## config.mk

```make
export PLATFORM = sky130hd
export DESIGN_NAME = alu_share_arbiter
export DESIGN_NICKNAME = d
export VERILOG_FILES = /design/src/rtl/alu_share_arbiter_pkg.sv /design/src/rtl/alu_share_arbiter_rr_arbiter2.sv /design/src/rtl/alu_share_arbiter.sv
export SDC_FILE = /design/constraint.sdc
export NUM_CORES = 1
export LEC_CHECK = 0
export ABC_AREA = 1
export BUFFER_PORTS_ARGS = -buffer_cell sky130_fd_sc_hd__buf_2
export CAP_MARGIN = 20
export CORE_AREA = 4 4 124 126
export CTS_CLUSTER_DIAMETER = 200
export CTS_CLUSTER_SIZE = 8
export DETAILED_ROUTE_END_ITERATION = 8
export DIE_AREA = 0 0 128 130
export PLACE_DENSITY_LB_ADDON = 0.25
export SLEW_MARGIN = 20
export SYNTH_ARGS = -nofsm -noshare
export SYNTH_HDL_FRONTEND = slang
export SYNTH_SLANG_ARGS = --single-unit
```

## constraint.sdc

```tcl
create_clock -name clock -period 2.3 [get_ports clock]
set_input_delay 0.23 -clock clock [delete_from_list [all_inputs] [get_ports clock]]
set_output_delay 0.23 -clock clock [all_outputs]
set_load 0.05 [all_outputs]
```

## src/rtl/alu_share_arbiter_pkg.sv

```systemverilog
// Shared definitions for the ALU sharing arbiter: requester count and the
// ALU control codes understood by the downstream ALU.
package alu_share_arbiter_pkg;

    localparam int unsigned NUM_REQ    = 2;
    localparam int unsigned ALU_CTRL_W = 6;

    localparam logic [ALU_CTRL_W-1:0] ALU_ADD  = 6'b000000;
    localparam logic [ALU_CTRL_W-1:0] ALU_SLT  = 6'b000010;
    localparam logic [ALU_CTRL_W-1:0] ALU_SLTU = 6'b000011;
    localparam logic [ALU_CTRL_W-1:0] ALU_XOR  = 6'b000100;
    localparam logic [ALU_CTRL_W-1:0] ALU_AND  = 6'b000111;
    localparam logic [ALU_CTRL_W-1:0] ALU_SUB  = 6'b001000;
    localparam logic [ALU_CTRL_W-1:0] ALU_BEQ  = 6'b010000;
    localparam logic [ALU_CTRL_W-1:0] ALU_BNE  = 6'b010001;
    localparam logic [ALU_CTRL_W-1:0] ALU_BLT  = 6'b010100;
    localparam logic [ALU_CTRL_W-1:0] ALU_JAL  = 6'b011111;

endpackage

```

## src/rtl/alu_share_arbiter_rr_arbiter2.sv

```systemverilog
// Two-way round-robin arbiter (purely combinational).
//   eligible   : per-requester request qualified by downstream space
//   last_grant : index of the requester granted most recently
//   grant      : one-hot grant, zero when nobody is eligible
module rr_arbiter2
    import alu_share_arbiter_pkg::*;
(
    input  logic [NUM_REQ-1:0] eligible,
    input  logic               last_grant,
    output logic [NUM_REQ-1:0] grant
);

    // On a tie the requester that was not served last wins.
    always_comb begin
        grant = '0;
        unique case (eligible)
            2'b01:   grant = 2'b01;
            2'b10:   grant = 2'b10;
            2'b11:   grant = last_grant ? 2'b01 : 2'b10;
            default: grant = '0;
        endcase
    end

endmodule

```

## src/rtl/alu_share_arbiter.sv

```systemverilog
// Shares one combinational ALU between the execute stage (port 0) and the
// address/branch-target helper (port 1). One operation is granted per cycle,
// the ALU output is captured into the requester's response register and is
// presented one cycle later on a valid/ready response channel.
//   clock, reset              : rising-edge clock, async active-high reset
//   req_*                     : per-requester operation channel (valid/ready)
//   rsp_*                     : per-requester response channel (valid/ready)
//   alu_ctrl .. alu_operand_b : drive to the shared ALU (zero when idle)
//   alu_result, alu_branch    : returned from the shared ALU
module alu_share_arbiter
    import alu_share_arbiter_pkg::*;
#(
    parameter int unsigned DATA_WIDTH = 32,
    parameter int unsigned CTRL_WIDTH = 6,
    parameter int unsigned RR_INIT    = 0
) (
    input  logic                          clock,
    input  logic                          reset,
    input  logic [NUM_REQ-1:0]            req_valid,
    output logic [NUM_REQ-1:0]            req_ready,
    input  logic [NUM_REQ*CTRL_WIDTH-1:0] req_ctrl,
    input  logic [NUM_REQ-1:0]            req_branch_op,
    input  logic [NUM_REQ*DATA_WIDTH-1:0] req_op_a,
    input  logic [NUM_REQ*DATA_WIDTH-1:0] req_op_b,
    output logic [NUM_REQ-1:0]            rsp_valid,
    input  logic [NUM_REQ-1:0]            rsp_ready,
    output logic [NUM_REQ*DATA_WIDTH-1:0] rsp_result,
    output logic [NUM_REQ-1:0]            rsp_branch,
    output logic [CTRL_WIDTH-1:0]         alu_ctrl,
    output logic                          alu_branch_op,
    output logic [DATA_WIDTH-1:0]         alu_operand_a,
    output logic [DATA_WIDTH-1:0]         alu_operand_b,
    input  logic [DATA_WIDTH-1:0]         alu_result,
    input  logic                          alu_branch
);

    logic [NUM_REQ-1:0] eligible;
    logic [NUM_REQ-1:0] grant;
    logic               last_grant;

    // A slot being drained this cycle counts as free; nothing is granted in reset.
    always_comb begin
        eligible = '0;
        for (int i = 0; i < int'(NUM_REQ); i++) begin
            eligible[i] = req_valid[i] && (!rsp_valid[i] || rsp_ready[i]) && !reset;
        end
    end

    rr_arbiter2 u_rr_arbiter2 (
        .eligible   (eligible),
        .last_grant (last_grant),
        .grant      (grant)
    );

    assign req_ready = grant;

    // Steer the granted requester's fields to the ALU; drive zeros when idle.
    always_comb begin
        alu_ctrl      = '0;
        alu_branch_op = 1'b0;
        alu_operand_a = '0;
        alu_operand_b = '0;
        if (grant[1]) begin
            alu_ctrl      = req_ctrl[2*CTRL_WIDTH-1:CTRL_WIDTH];
            alu_branch_op = req_branch_op[1];
            alu_operand_a = req_op_a[2*DATA_WIDTH-1:DATA_WIDTH];
            alu_operand_b = req_op_b[2*DATA_WIDTH-1:DATA_WIDTH];
        end else if (grant[0]) begin
            alu_ctrl      = req_ctrl[CTRL_WIDTH-1:0];
            alu_branch_op = req_branch_op[0];
            alu_operand_a = req_op_a[DATA_WIDTH-1:0];
            alu_operand_b = req_op_b[DATA_WIDTH-1:0];
        end
    end

    // Per-requester response registers plus round-robin history.
    always_ff @(posedge clock or posedge reset) begin
        if (reset) begin
            rsp_valid  <= '0;
            rsp_result <= '0;
            rsp_branch <= '0;
            last_grant <= 1'(RR_INIT);
        end else begin
            for (int i = 0; i < int'(NUM_REQ); i++) begin
                if (grant[i]) begin
                    rsp_result[i*DATA_WIDTH +: DATA_WIDTH] <= alu_result;
                    rsp_branch[i]                          <= alu_branch;
                    rsp_valid[i]                           <= 1'b1;
                end else if (rsp_ready[i]) begin
                    rsp_valid[i] <= 1'b0;
                end
            end
            if (grant != '0) begin
                last_grant <= grant[1];
            end
        end
    end

endmodule
```

==> impl_metrics.toml <==
[logic_synthesis]
synth-seq-cells = 69
synthSimpleGateAreaFrac_pct = 40.0
synth_seq_area_share_pct = 45.7
synth_top_family_by_area = "simple AND/OR/NAND/NOR gates"
synth_compound_area_share_pct = 4.50
synthXorXnorAreaFrac_pct = 0
syn_area_um2 = 3780
synth_cell_types = 16
syn-num-nets = 727
yosysWarnings = 0
synth_mux_area_share_pct = 0
syn_area_per_cell_um2 = 6.92
synth_adder_area_share_pct = 0
synth_cells = 546

[run]
maxCapViolCount = 0

[routing]
drc = 0
wl_per_cell_um = 15.6
wl_met2_um = 7990
viasPerCell = 4.44
wl_met1_um = 6940
num_vias = 4628
antenna_left = 0
highest_layer = "met5"
dr.pass1.iters = 6
drtIter0Drc = 297
wl_met3_um = 1100
routed_wl_um = 16200

[timing]
clock_skew_ns = 0.00590
setup_violations = 0
drv_slew = 0
fin_setup_tns_ns = 0
worst_pin_slew_ns = 0.836
hold_viol_final = 0
rsz0062_at_grt = "no"
period_needed_ns = 2.14
maxSlewHeadroom_pct = 44.2
finalCritPeriodShare_pct = 92.9
fmax_mhz = 468

[clock_tree]
root_buffer = "clkbuf_16"
cts_sinks = 69
h-tree-depth = 3
cts_tree = "built"
clkTransAtPathRegs_ns = 0.06
clock_tree.buffer_depth = 2
numCtsBuffers = 9
insertion_delay_ns = 0.32
post_cts_buffers = 0

[cells_and_area]
mostFrequentLayoutCell = "buf_2"
drive_gt1_share_pct = 41.5
fillers = 1533
areaGrowthSynthToFinish_pct = 57.2
diodes = 0
fin_nets = 1034
final_cell_mix = "buf_2 (319), nand2_1 (247), nand3_1 (105), dfrtp_1 (69), inv_1 (41)"

[grt]
grt_pass1_vias = 4226
grt.overflow.total = 0
grt_max_degree = 108
antenna_found_initial = 2
grt_usage_pct = 17.8
grt_pass1_wl_um = 23200

[floorplanning]
dieArea_um2 = 16600
core_um2 = 14300
die_h_um = 130
rows = 44
die_w_um = 128
initial_core_util_pct = 26.4
io_pins = 322

[power]
p_leak_nw = 3.74
p_per_area_nw_per_um2 = 1010
power.total_w = 0.00602
ir_drop_v = 0.000324

[outcome]
status = "completed"

[place]
dp_hpwl_um = 12300
place.gp.congestion = 0.816
port_buffers = 321

[worst_setup_path]
startpoint_type = "flip-flop"
crit_fanout = 28
cp-end-kind = "output pin"
crit_top_cell = "nand2_1"
crit_buf_inv = 2
critPathKind = "reg -> out"
cp.arrival_ns = 1.91
required_ns = 2.07
crit_path_cell_trace = "nand2_1, nand3_4, nand2_8, buf_12, nand2_1, nand2_1, buf_2"
cp_slowest_stage_delay_ns = 0.38
cp_top_family = "simple AND/OR/NAND/NOR gates"
cpMaxStageDelayCell = "dfrtp_1"

[min_path]
hold_class = "in -> reg"
-- state kept, by name, summed over array words and instances, names as in the netlist --
signal and flops:
rsp_result 64, rsp_valid 2, rsp_branch 2, last_grant 1
-- final timing paths --
check | to | cells past startpoint | slack (ns) | startpoint
max | alu_operand_b[2] | 7 | 0.16 | rsp_valid[0]
min | rsp_result[14] | 3 | 0.12 | alu_result[14]
max reg2reg | rsp_result[50] | 7 | 0.54 | rsp_valid[0]
min reg2reg | rsp_result[53] | 2 | 0.48 | rsp_result[53]
max in group asynchronous | rsp_result[26] | 3 | 1.54 | reset
min in group asynchronous | rsp_result[4] | 3 | 0.21 | reset
-- power breakdown --
| part | leakage (nW) | switching [W] | internal, W |
|---|---|---|---|
| clock network | 0.146 | 0.000529 | 0.000844 |
| registers | 0.853 | 0.000164 | 0.00151 |
| logic | 2.74 | 0.00230 | 0.000682 |
| total | 3.74 | 0.00299 | 0.00303 |
-- layer usage --
| layer | track usage (%) | vias up |
|---|---|---|
| met1 | 24.8 | 2086 |
| met3 | 3.85 | 12 |
| li1 | - | 2332 |
| met5 | 0 | - |
| met2 | 28.0 | 196 |
| met4 | 4.49 | 2 |
-- stage by stage --
step	util [%]	hold slack [ns]	setup slack (ns)	cells	instance area, µm²
4_1_cts	41.2	0.101	0.0323	1041	5900
6_report	41.5	0.118	0.162	1042	5940
3_5_place_dp	39.0	0.120	0.360	1024	5590
2_1_floorplan	-	0.231	0.128	546	3780
3_3_place_gp	39.0	0.121	0.366	1024	5590
5_1_grt	41.5	0.111	0.0121	1042	5940
-- cells in the mapped netlist (all sizes together) --
cell type	count	share of area [%]
dfrtp	69	46
nor2	6	0.79
buf	27	4.4
clkbuf	12	1.2
nand2	250	25
nand3	106	14
o21ai	34	4.5
inv	42	4.2
-- worst min-delay path: cells and delay by family --
family	cells	cell delay [ns]
buf+inv	1	0.09
simple gates	2	0.09
-- area by class of cell --
| cell class | instances | area, µm² | area share [%] |
|---|---|---|---|
| Tap cell | 184 | 230 | 3.88 |
| Multi-Input combinational cell | 396 | 1700 | 28.7 |
| Inverter | 42 | 160 | 2.70 |
| Sequential cell | 69 | 1730 | 29.1 |
| Clock inverter | 7 | 73.8 | 1.24 |
| Clock buffer | 9 | 225 | 3.79 |
| Timing Repair Buffer | 335 | 1820 | 30.6 |
-- logic make-up after synthesis --
kind of cell | count (synthesis)
buffers and inverters | 81
and+or+nand+nor | 362
DFF | 69
AOI/OAI and AO/OA | 34
-- what timing repair did --
item | CTS | global route
gates resized for setup | 0 | 2
hold buffers | 1 | 0
setup endpoints to repair | 0 | 3
hold endpoints to repair | 3 | 0
(Power assumes the default switching activity.)
